`src/rtl/rpn_alu_pkg.sv`:
```
// Shared types and constants for the RPN ALU datapath.
package rpn_alu_pkg;

   typedef enum logic [1:0] {
      EMPTY = 2'b00,
      ONE   = 2'b01,
      TWO   = 2'b10
   } rpn_state_t;

   localparam int RPN_WIDTH   = 8;
   localparam int RPN_NUM_OPS = 8;

   localparam int OP_AND = 4;
   localparam int OP_OR  = 5;
   localparam int OP_XOR = 6;
   localparam int OP_NOT = 7;

endpackage

```
`src/rtl/rpn_op_select.sv`:
```
// Combinational operation select with range check and result flags.
module rpn_op_select #(
   parameter int  WIDTH   = 8,
   parameter int  NUM_OPS = 8,
   localparam int SEL_W   = $clog2(NUM_OPS)
) (
   input  logic [SEL_W-1:0]         sel,
   input  logic [NUM_OPS*WIDTH-1:0] ops,
   output logic [WIDTH-1:0]         value,
   output logic                     zero,
   output logic                     neg,
   output logic                     sel_err
);

   // An index matching no operation leaves value at zero and flags the error.
   always_comb begin
      value   = '0;
      sel_err = 1'b1;
      for (int k = 0; k < NUM_OPS; k++) begin
         if (sel == SEL_W'(k)) begin
            value   = ops[k*WIDTH +: WIDTH];
            sel_err = 1'b0;
         end
      end
   end

   assign zero = (value == '0);
   assign neg  = value[WIDTH-1];

endmodule

```
`src/rtl/rpn_result_selector.sv`:
```
// Result selector with flag generation and a 2-entry skid buffer on the output.
module rpn_result_selector
   import rpn_alu_pkg::*;
#(
   parameter int  WIDTH   = RPN_WIDTH,
   parameter int  NUM_OPS = RPN_NUM_OPS,
   localparam int SEL_W   = $clog2(NUM_OPS)
) (
   input  logic                     CLK,
   input  logic                     RST_N,
   input  logic                     IN_VALID,
   output logic                     IN_READY,
   input  logic [SEL_W-1:0]         SEL,
   input  logic [NUM_OPS*WIDTH-1:0] OPS,
   output logic                     OUT_VALID,
   input  logic                     OUT_READY,
   output logic [WIDTH-1:0]         RESULT,
   output logic [SEL_W-1:0]         OUT_SEL,
   output logic                     ZERO,
   output logic                     NEG,
   output logic                     SEL_ERR
);

   typedef struct packed {
      logic             err;
      logic             neg;
      logic             zero;
      logic [SEL_W-1:0] sel;
      logic [WIDTH-1:0] value;
   } entry_t;

   rpn_state_t       state, state_nxt;
   entry_t           cur, out_q, skid_q;
   logic [WIDTH-1:0] cur_value;
   logic             cur_zero, cur_neg, cur_err;
   logic             in_xfer, out_xfer;
   logic             ld_out_in, ld_out_skid, ld_skid;

   rpn_op_select #(.WIDTH(WIDTH), .NUM_OPS(NUM_OPS)) u_sel (
      .sel     (SEL),
      .ops     (OPS),
      .value   (cur_value),
      .zero    (cur_zero),
      .neg     (cur_neg),
      .sel_err (cur_err)
   );

   assign cur = '{err: cur_err, neg: cur_neg, zero: cur_zero, sel: SEL, value: cur_value};

   // Ready depends on state only, so OUT_READY never reaches IN_READY combinationally.
   assign IN_READY  = (state != TWO);
   assign OUT_VALID = (state != EMPTY);
   assign in_xfer   = IN_VALID & IN_READY;
   assign out_xfer  = OUT_VALID & OUT_READY;

   always_ff @(posedge CLK) begin
      if (!RST_N) state <= EMPTY;
      else        state <= state_nxt;
   end

   always_comb begin
      state_nxt   = state;
      ld_out_in   = 1'b0;
      ld_out_skid = 1'b0;
      ld_skid     = 1'b0;
      unique case (state)
         EMPTY: begin
            if (in_xfer) begin
               ld_out_in = 1'b1;
               state_nxt = ONE;
            end
         end
         ONE: begin
            if (in_xfer && out_xfer) begin
               ld_out_in = 1'b1;
            end else if (in_xfer) begin
               ld_skid   = 1'b1;
               state_nxt = TWO;
            end else if (out_xfer) begin
               state_nxt = EMPTY;
            end
         end
         TWO: begin
            if (out_xfer) begin
               ld_out_skid = 1'b1;
               state_nxt   = ONE;
            end
         end
         default: state_nxt = EMPTY;
      endcase
   end

   always_ff @(posedge CLK) begin
      if (!RST_N) begin
         out_q  <= '0;
         skid_q <= '0;
      end else begin
         if (ld_out_in)        out_q <= cur;
         else if (ld_out_skid) out_q <= skid_q;
         if (ld_skid)          skid_q <= cur;
      end
   end

   assign RESULT  = out_q.value;
   assign OUT_SEL = out_q.sel;
   assign ZERO    = out_q.zero;
   assign NEG     = out_q.neg;
   assign SEL_ERR = out_q.err;

endmodule

```
`config.mk`:
```
export PLATFORM = sky130hd
export DESIGN_NAME = rpn_result_selector
export DESIGN_NICKNAME = d
export VERILOG_FILES = /design/src/rtl/rpn_alu_pkg.sv /design/src/rtl/rpn_op_select.sv /design/src/rtl/rpn_result_selector.sv
export SDC_FILE = /design/constraint.sdc
export NUM_CORES = 1
export LEC_CHECK = 0
export BUFFER_PORTS_ARGS = -buffer_cell sky130_fd_sc_hd__buf_2
export CAP_MARGIN = 20
export CORE_ASPECT_RATIO = 1.25
export CORE_UTILIZATION = 31
export DETAILED_ROUTE_END_ITERATION = 16
export SYNTH_ARGS = -nofsm -noshare
export SYNTH_HDL_FRONTEND = slang
export SYNTH_SLANG_ARGS = --single-unit
```
`constraint.sdc`:
```
create_clock -name CLK -period 1.9 [get_ports CLK]
set_input_delay 0.38 -clock CLK [delete_from_list [all_inputs] [get_ports CLK]]
set_output_delay 0.38 -clock CLK [all_outputs]
set_load 0.1 [all_outputs]
```
==> flow_metrics.tcl <==
set metrics [dict create \
    synth_area_leaders "dfxtp_1, mux4_2, nor2_1, nand2_1, mux2i_1" \
    hold_slack_ns 0.460 \
    initial_core_util_pct 32.8 \
    hold_violations 0 \
    root_buffer "clkbuf_8" \
    crit_family "compound AO/OA/AOI/OAI gates" \
    utilization_pct 45.7 \
    placed_area_mm2 0.00246 \
    ys_seq_area_share_pct 30.7 \
    postCtsHoldBufs 0 \
    cts_tree "done" \
    fin_crit_sh_pct 94.5 \
    crit_type "primary input to register" \
    ys_ff_latch 28 \
    die_h_um 87.7 \
    crit_slowest_cell "a2111oi_2" \
    routed-wl-met2_um 2290 \
    reg2reg_from "state[1]$_SDFFE_PN0P_" \
    regToRegEndpoint "RESULT[0]$_SDFFE_PN0P_" \
    syn_nets 283 \
    synthesis.instances 212 \
    finalSetupViolCount 0 \
    numCtsBuffers 3 \
    start_kind "primary input" \
    ant_nets 0 \
    synth_area_leader_cell "dfxtp_1" \
    peakVddDrop_mv 0.250 \
    port_buffers 86 \
    slowest_delay_ns 0.36 \
    timing.fmax_mhz 557 \
    cp_num_buf_inv 3 \
    die_area_mm2 0.00619 \
    cts.path.max_buffers 2 \
    p_leak_nw 1.19 \
    hold_depth 2 \
    max-slew-margin-rel_pct 66.7 \
    num_rows 30 \
    drv_slew 0 \
    clock_skew_ns 0.00529 \
    pin_count 87 \
    route.met3.wl_um 326 \
    n_antenna_cell 0 \
    power.total_mw 1.62 \
    synthXorXnorAreaFrac_pct 0 \
    max-cap-violations 0 \
    core_area_mm2 0.00556 \
    cts.clk_slew.worst_paths_ns 0.10 \
    fin_area_mm2 0.00254 \
    synth.top_cell.area_share_pct 30.7 \
    synth_cell_types 36 \
    period_needed_ns 1.80 \
    muxShareOfSynthArea_pct 20.9 \
    hold_end "skid_q[10]$_SDFFE_PN0P_" \
    wl_per_cell_um 13.1 \
    min_from "skid_q[10]$_SDFFE_PN0P_" \
    drtIter0Drc 100 \
    setup.reg_to_reg.worst_slack_ns 0.34 \
    synth_fa_ha_area_share_pct 0 \
    drcViolationCount 4 \
    arrival_ns 2.02 \
    synth_top_family_by_area "simple AND/OR/NAND/NOR gates" \
    critPathRequiredTime_ns 2.13 \
    grt_pass1_vias 1857 \
    drt-pass1-iter-count 10 \
    grt_usage_pct 16.7 \
    end_kind "register" \
    drive_gt1_share_pct 42.9 \
    dr_total_vias 1960 \
    path_cells "clkbuf_4, buf_8, buf_4, mux2i_1, nor2_1, a2111oi_2, a21oi_2, nor4_2, a31o_1" \
    dpl.hpwl_um 3930 \
    vias_per_cell 5.21 \
    gp_congestion 0.773 \
    ys_warn_count 0 \
    wl_um 4940 \
    finalSetupTns_ns 0 \
    grt-ovfl-total 0 \
    tightestPinTransition_ns 0.500 \
    violations "design-rule violations" \
    synth_compound_area_share_pct 18.6 \
    yosys.area_share.simple_pct 24.3 \
    m1WireLength_um 2260 \
    hold_path.class "register to register" \
    grt_pass1_wl_um 8310 \
    synth.avg_cell_area_um2 8.60 \
    die_w_um 70.6 \
    fin_nets 384 \
    grt_max_degree 18 \
    area_growth_pct 39.1 \
    rr_worst_depth 5 \
    worstSkewPairLatency_ns 0.28 \
    antenna_found_initial 0 \
    cellPowerDensity_mw_per_mm2 638 \
    cts.sinks 28 \
    cp_max_fo 10 \
    syn_area_mm2 0.00182 \
    htreeDepth 1 \
    rsz0062_at_grt "no" \
    status "finished with violations" \
    topRoutingLayerUsed "met4" \
]
per-stage QoR:
step                      instances  worst slack [ns]
after floorplan                 212            0.0181
after global placement          372            -0.168
after global routing            376           0.00960
after detailed placement        372            -0.207
final                           376             0.105
after CTS                       376            0.0838
flip-flops by register name, summed over array words and instances (netlist names):
signal and flops:
OUT_SEL 3, RESULT 8, SEL_ERR 1, ZERO 1
skid_q 13, state 2
cell usage after synthesis:
cell type / number
nand2b_1: 6
and2b_1: 1
mux2_2: 2
a211oi_1: 1
mux4_1: 2
nand2_1: 25
nor3b_1: 4
buf_4: 3
a21oi_1: 17
or2_2: 1
mux2i_1: 9
nand4_1: 1
o21ai_0: 3
nor4_2: 1
o2bb2ai_1: 1
buf_2: 4
o31ai_1: 2
nor2b_1: 4
a2111oi_0: 2
mux4_2: 9
inv_1: 3
and3_1: 5
a31o_1: 2
a311oi_1: 9
nor2_1: 29
a32o_1: 3
and2_4: 1
o22a_1: 1
nor3_1: 1
dfxtp_1: 28
nand3_1: 14
mux2i_2: 1
clkbuf_1: 9
buf_6: 1
o211a_1: 4
o21ai_1: 3
cell families (layout without fill, tap and decap cells):
family | Yosys count | after routing
AO/OA/AOI/OAI | 48 | 48
flip-flops | 28 | 28
AND/OR/NAND/NOR | 93 | 93
buffers and inverters | 20 | 120
multiplexers | 23 | 23
layer usage:
layer	global-route usage (%)	vias to the layer above
li1	-	988
met4	6.00	0
met1	21.4	884
met2	28.9	84
met5	0	-
met3	2.30	4
worst min-delay path, cell delays in order (launching register included):
cell,delay [ns]
dfxtp_1,0.32
nand2_1,0.05
a21oi_1,0.05
what timing repair did:
item / in CTS / in global routing
resized for setup: 0 / 6
setup buffers: 0 / 0
endpoints found under the setup margin: 0 / 2
endpoints found under the hold margin: 0 / 0
cell type report:
| class | count | area [um2] |
|---|---|---|
| clock buffer | 4 | 55.1 |
| fill | 570 | 3020 |
| inverter | 3 | 11.3 |
| timing repair buffer | 113 | 656 |
| tap | 64 | 80.1 |
| sequential | 28 | 561 |
| multi-input combinational | 164 | 1170 |
placed cells by master (no fill, tap or decap), types with 3 or more instances in the layout:
| cell type | count |
|---|---|
| buf_4 | 25 |
| mux2i_1 | 9 |
| a32o_1 | 3 |
| dfxtp_1 | 28 |
| and3_1 | 5 |
| o21ai_0 | 3 |
| mux4_2 | 9 |
| nor3b_1 | 4 |
| nand3_1 | 14 |
| inv_1 | 3 |
| nor2b_1 | 4 |
| buf_2 | 85 |
| nand2b_1 | 6 |
| a21oi_1 | 16 |
| clkbuf_8 | 4 |
| nand2_1 | 25 |
| nor2_1 | 29 |
| a311oi_1 | 9 |
| o21ai_1 | 3 |
| o211a_1 | 4 |
worst max-delay path by stage:
stage	from	to	slack, ns	cells after the start
detailed placement	SEL[1]	skid_q[11]$_SDFFE_PN0P_	-0.21	7
global route	SEL[1]	skid_q[11]$_SDFFE_PN0P_	0.01	9
finish	SEL[1]	skid_q[11]$_SDFFE_PN0P_	0.10	9
floorplan	SEL[2]	skid_q[11]$_SDFFE_PN0P_	0.02	7
CTS	SEL[1]	skid_q[11]$_SDFFE_PN0P_	0.08	7
global placement	SEL[1]	skid_q[11]$_SDFFE_PN0P_	-0.17	8
report_power, final:
| part | leakage, nW | switching, mW | total, mW | internal (mW) |
|---|---|---|---|---|
| registers | 0.229 | 0.0189 | 0.639 | 0.620 |
| logic | 0.936 | 0.379 | 0.608 | 0.229 |
| clock network | 0.0288 | 0.186 | 0.372 | 0.186 |
No activity file was read; power rests on OpenSTA's default activity.
